**config.mk**
```make
export PLATFORM = sky130hd
export DESIGN_NAME = dino_jump_fsm
export DESIGN_NICKNAME = d
export VERILOG_FILES = /design/src/rtl/dino_jump_fsm.sv
export SDC_FILE = /design/constraint.sdc
export NUM_CORES = 1
export LEC_CHECK = 0
export CAP_MARGIN = 25
export CORE_ASPECT_RATIO = 0.9
export CORE_MARGIN = 3
export CORE_UTILIZATION = 41
export CTS_BUF_LIST = sky130_fd_sc_hd__clkbuf_8 sky130_fd_sc_hd__clkbuf_16
export CTS_CLUSTER_SIZE = 25
export DETAILED_ROUTE_END_ITERATION = 10
export GPL_TIMING_DRIVEN = 0
export PLACE_DENSITY = 0.74
export SYNTH_ARGS = -nofsm -noshare
export SYNTH_HDL_FRONTEND = slang
export SYNTH_SLANG_ARGS = --single-unit
```
**constraint.sdc**
```tcl
create_clock -name clk -period 1.5 [get_ports clk]
set_input_delay 0.225 -clock clk [delete_from_list [all_inputs] [get_ports clk]]
set_output_delay 0.225 -clock clk [all_outputs]
set_load 0.05 [all_outputs]
```
**src/rtl/dino_jump_fsm.sv**
```systemverilog
// Tick-paced dino jump FSM driving a ROWS x COLS one-hot sprite grid.
// Define JUMP_BUFFER_EN to buffer a press made while falling into a back-to-back jump.
module dino_jump_fsm #(
  parameter int unsigned COLS      = 8,
  parameter int unsigned ROWS      = 2,
  parameter int unsigned DINO_COL  = 0,
  parameter int unsigned JUMP_HOLD = 2,
  parameter int unsigned TICK_DIV  = 4
) (
  input  logic                    clk,
  input  logic                    reset_n,
  input  logic                    jump_button,
  output logic [ROWS*COLS-1:0]    grid,
  output logic [$clog2(ROWS)-1:0] height,
  output logic                    airborne,
  output logic                    tick,
  output logic [7:0]              jump_count
);

  localparam int unsigned HW = $clog2(ROWS);
  localparam int unsigned GW = ROWS * COLS;
  localparam int unsigned DW = (TICK_DIV > 1) ? $clog2(TICK_DIV) : 1;
  localparam int unsigned CW = (JUMP_HOLD > 1) ? $clog2(JUMP_HOLD) : 1;

  localparam logic [HW-1:0] TOP       = HW'(ROWS - 1);
  localparam logic [DW-1:0] DIV_LAST  = DW'(TICK_DIV - 1);
  localparam logic [CW-1:0] HOLD_LAST = CW'(JUMP_HOLD - 1);
  localparam logic [GW-1:0] GRID_ONE  = GW'(1);

  localparam logic [1:0] GROUND = 2'd0;
  localparam logic [1:0] RISE   = 2'd1;
  localparam logic [1:0] HOLD   = 2'd2;
  localparam logic [1:0] FALL   = 2'd3;

  logic [1:0]    state_q, state_d;
  logic [HW-1:0] height_q, height_d;
  logic [CW-1:0] hold_q, hold_d;
  logic [7:0]    count_q, count_d;
  logic          pending_q, pending_d;
  logic [DW-1:0] div_q, div_d;
  logic          meta_q, sync_q, sync_prev_q;
  logic          jump_edge;
  logic          request;

  always_comb begin
    tick      = (div_q == DIV_LAST);
    div_d     = tick ? '0 : div_q + DW'(1);
    jump_edge = sync_q & ~sync_prev_q;
    request   = pending_q | jump_edge;
  end

  always_comb begin
    state_d   = state_q;
    height_d  = height_q;
    hold_d    = hold_q;
    count_d   = count_q;
    pending_d = pending_q;

    if (jump_edge && (state_q == GROUND)) pending_d = 1'b1;
`ifdef JUMP_BUFFER_EN
    // Buffered press survives landing and fires on the first grounded tick.
    if (jump_edge && (state_q == FALL)) pending_d = 1'b1;
`endif

    if (tick) begin
      case (state_q)
        GROUND: begin
          if (request) begin
            height_d  = HW'(1);
            hold_d    = '0;
            pending_d = 1'b0;
            state_d   = (ROWS == 2) ? HOLD : RISE;
            if (count_q != 8'hFF) count_d = count_q + 8'd1;
          end
        end
        RISE: begin
          height_d = height_q + HW'(1);
          if (height_d == TOP) begin
            state_d = HOLD;
            hold_d  = '0;
          end
        end
        HOLD: begin
          if (hold_q == HOLD_LAST) begin
            height_d = height_q - HW'(1);
            state_d  = (height_d == '0) ? GROUND : FALL;
          end else begin
            hold_d = hold_q + CW'(1);
          end
        end
        FALL: begin
          height_d = height_q - HW'(1);
          if (height_d == '0) state_d = GROUND;
        end
        default: begin
          state_d  = GROUND;
          height_d = '0;
        end
      endcase
    end
  end

  always_ff @(posedge clk or negedge reset_n) begin
    if (!reset_n) begin
      state_q     <= GROUND;
      height_q    <= '0;
      hold_q      <= '0;
      count_q     <= '0;
      pending_q   <= 1'b0;
      div_q       <= '0;
      meta_q      <= 1'b0;
      sync_q      <= 1'b0;
      sync_prev_q <= 1'b0;
    end else begin
      state_q     <= state_d;
      height_q    <= height_d;
      hold_q      <= hold_d;
      count_q     <= count_d;
      pending_q   <= pending_d;
      div_q       <= div_d;
      meta_q      <= jump_button;
      sync_q      <= meta_q;
      sync_prev_q <= sync_q;
    end
  end

  // Grid and airborne derive from the registered height so they move together.
  always_comb begin
    grid       = GRID_ONE << (int'(height_q) * COLS + DINO_COL);
    height     = height_q;
    airborne   = (height_q != '0);
    jump_count = count_q;
  end

endmodule

```
==> flow_metrics.py <==
metrics = {
    "run_status": {
        "status": "complete, but fails checks",
        "violations": "negative setup slack",
    },
    "yosys": {
        "async_flop_share_pct": 100,
        "ys_ff_latch": 18,
        "syn_avg_cell_area_sq_um": 10.6,
        "yosysUniqueCellTypes": 31,
        "synth-edff-count": 0,
        "ys.flop_type": "dfrtp_1",
        "netlist_area_sq_um": 1020,
        "netlist_instances": 96,
        "seq_area_frac_synth_pct": 44.1,
        "yosys_warnings": 0,
    },
    "placed_design": {
        "io_buffer_count": 15,
        "dp.cells": 151,
        "hpwl_um": 1310,
        "routabilityCongestion": 0.775,
        "place_ws_ns": -0.159,
        "place_area_sq_um": 1270,
    },
    "clocking": {
        "cts_tree": "done",
        "clock_latency_ns": 0.25,
        "cts_root_buf": "clkbuf_8",
        "cts_made_buffers": 3,
        "max-clock-path-buffers": 2,
        "cts_max_level": 1,
        "cts.sink_count": 18,
        "clkSlewWorstSetupHoldPaths_ns": 0.06,
    },
    "timing": {
        "rsz0062_at_grt": "true",
        "slew_headroom_pct": 48.5,
        "fin_ws_ns": -0.104,
        "max_freq_mhz": 624,
        "finalSetupViolCount": 6,
        "period_share_pct": 107,
        "slew_violations": 0,
        "timing.hold.ws_ns": 0.351,
        "tns_ns": -0.397,
        "tightestPinTransition_ns": 0.770,
        "finalHoldViolCount": 0,
        "fin_skew_ns": 0.00556,
        "fin_crit_ns": 1.60,
    },
    "worst_setup_path": {
        "reg2reg_from": "div_q[0]",
        "critPathLaunchType": "flop",
        "crit_arrival_ns": 1.73,
        "end_kind": "flop",
        "reg2reg_to": "jump_count[7]",
        "crit_fanout": 6,
        "critical_path_required_ns": 1.63,
        "cp-endpoint": "jump_count[7]",
        "crit_type": "flop to flop",
        "reg2regPathDepth": 6,
        "rrSetupSlack_ns": -0.10,
        "crit_start": "div_q[0]",
    },
    "pwr": {
        "power_density_nw_per_um2": 1580,
        "internal-power_mw": 1.21,
        "seq_power_share_pct": 34.0,
        "ir_drop_mv": 1.16,
        "power_mw": 2.18,
        "switchingPower_mw": 0.972,
        "swShare_pct": 44.5,
        "clkPwrFrac_pct": 17.5,
        "combinationalPowerShare_pct": 48.6,
        "leakagePower_nw": 0.679,
    },
    "worst_hold_path": {
        "min_from": "meta_q",
        "min_path_cells": 0,
        "hold_class": "flop to flop",
    },
    "floorplanning": {
        "dieArea_sq_um": 3130,
        "die_h_um": 53.3,
        "core_sq_um": 2260,
        "rows": 16,
        "start_util_pct": 45.1,
        "die_x_um": 58.6,
        "ioPinCount": 30,
    },
    "global_route": {
        "grt_max_degree": 19,
        "gr-total-overflow": 0,
        "antenna_found_initial": 0,
        "track_usage_pct": 12.5,
        "grt_pass1_vias": 711,
        "grt_pass1_wl_um": 2950,
    },
    "drt": {
        "num_vias": 751,
        "drt-total-wl_um": 1740,
        "ant_nets": 0,
        "viasPerCell": 4.64,
        "drtPass1Iterations": 4,
        "wl_per_cell_um": 10.8,
        "post-route-drc-count": 0,
        "drtIter0Drc": 14,
    },
    "finish": {
        "final_common_cell": "buf_4",
        "utilization_pct": 60.9,
        "area_growth_pct": 34.9,
        "final_cell_mix": "buf_4, dfrtp_1, conb_1",
        "final_cells": 162,
        "final_layout_size_suffix_gt1_share_pct": 38.5,
        "final_cell_area_sq_um": 1380,
        "antenna_cells": 0,
        "register_area_sq_um": 454,
        "num-fill-cells": 199,
        "finalNetCount": 141,
        "multi_input_area_sq_um": 477,
    },
    "flow_run": {
        "drv_cap": 0,
    },
}
==> synth_stat cells, types with 2 or more instances <==
| library cell | n | area (sq um) |
|---|---|---|
| nand2_1 | 5 | 18.8 |
| buf_4 | 16 | 120 |
| ha_1 | 2 | 25.0 |
| nand3_1 | 5 | 25.0 |
| nor2_1 | 9 | 33.8 |
| dfrtp_1 | 18 | 450 |
| a21oi_1 | 2 | 10.0 |
| mux2_1 | 3 | 33.8 |
| xor2_1 | 3 | 26.3 |
| buf_6 | 3 | 33.8 |
| a21o_2 | 2 | 17.5 |
| o21ai_0 | 4 | 20.0 |
| inv_1 | 3 | 11.3 |
| nor3_2 | 4 | 40.0 |
==> what timing repair did <==
action                                  CTS  global route
cloned                                    0             0
endpoints found under the setup margin   17            12
resized for setup                        21             6
hold buffers                              0             0
pin swaps                                 1             3
buffers inserted                          4             3
==> registers in the layout, indices dropped and copies added (netlist names) <==
register	cells
airborne	1
div_q	2
hold_q	1
jump_count	8
meta_q	1
pending_q	1
state_q	2
sync_prev_q	1
sync_q	1
==> per-layer routing <==
metal | track usage [%] | wire length [um]
met2 | 21.7 | 855
met5 | 0 | 0
met1 | 14.1 | 722
met3 | 4.63 | 147
met4 | 4.53 | 18
==> cell families after synthesis <==
family                     share of synthesized area (%)
xor gates and xnor gates                            2.57
and+or+nand+nor                                     17.4
muxes                                               4.29
DFF                                                 44.1
other                                              0.367
buffers and inverters                               16.2
AOI/OAI and AO/OA                                   12.6
adders and majority gates                           2.45
==> how the worst min path moves through the flow <==
| stage | endpoint | slack, ns |
|---|---|---|
| after CTS | sync_q | 0.36 |
| after detailed placement | sync_q | 0.34 |
| after floorplan | airborne | -0.07 |
| after global placement | sync_q | 0.34 |
| after global routing | sync_q | 0.38 |
| final | sync_q | 0.35 |
==> area by class of cell <==
class / instances / share of cell area, %
Multi-Input combinational cell: 69 / 34.6
Sequential cell: 18 / 33.0
Timing Repair Buffer: 22 / 14.0
Buffer: 19 / 11.2
Clock buffer: 4 / 4.00
Tap cell: 27 / 2.45
Inverter: 3 / 0.817
==> power by group through the flow <==
stage / logic, mW / registers, mW / clock network [mW]
after floorplan: 0.641 / 0.923 / 0
after global placement: 1.08 / 0.744 / 0
after detailed placement: 1.11 / 0.753 / 0
after CTS: 1.06 / 0.744 / 0.393
after global routing: 1.13 / 0.765 / 0.420
final: 1.06 / 0.741 / 0.382
==> critical path, stage by stage, from the launching register on <==
cell and delay, ns:
dfrtp_1 0.38, ha_4 0.15, buf_6 0.08, nor3b_4 0.23
o21ai_4 0.13, nor3_2 0.18, mux2_1 0.33
No activity file was read; power rests on OpenSTA's default activity.
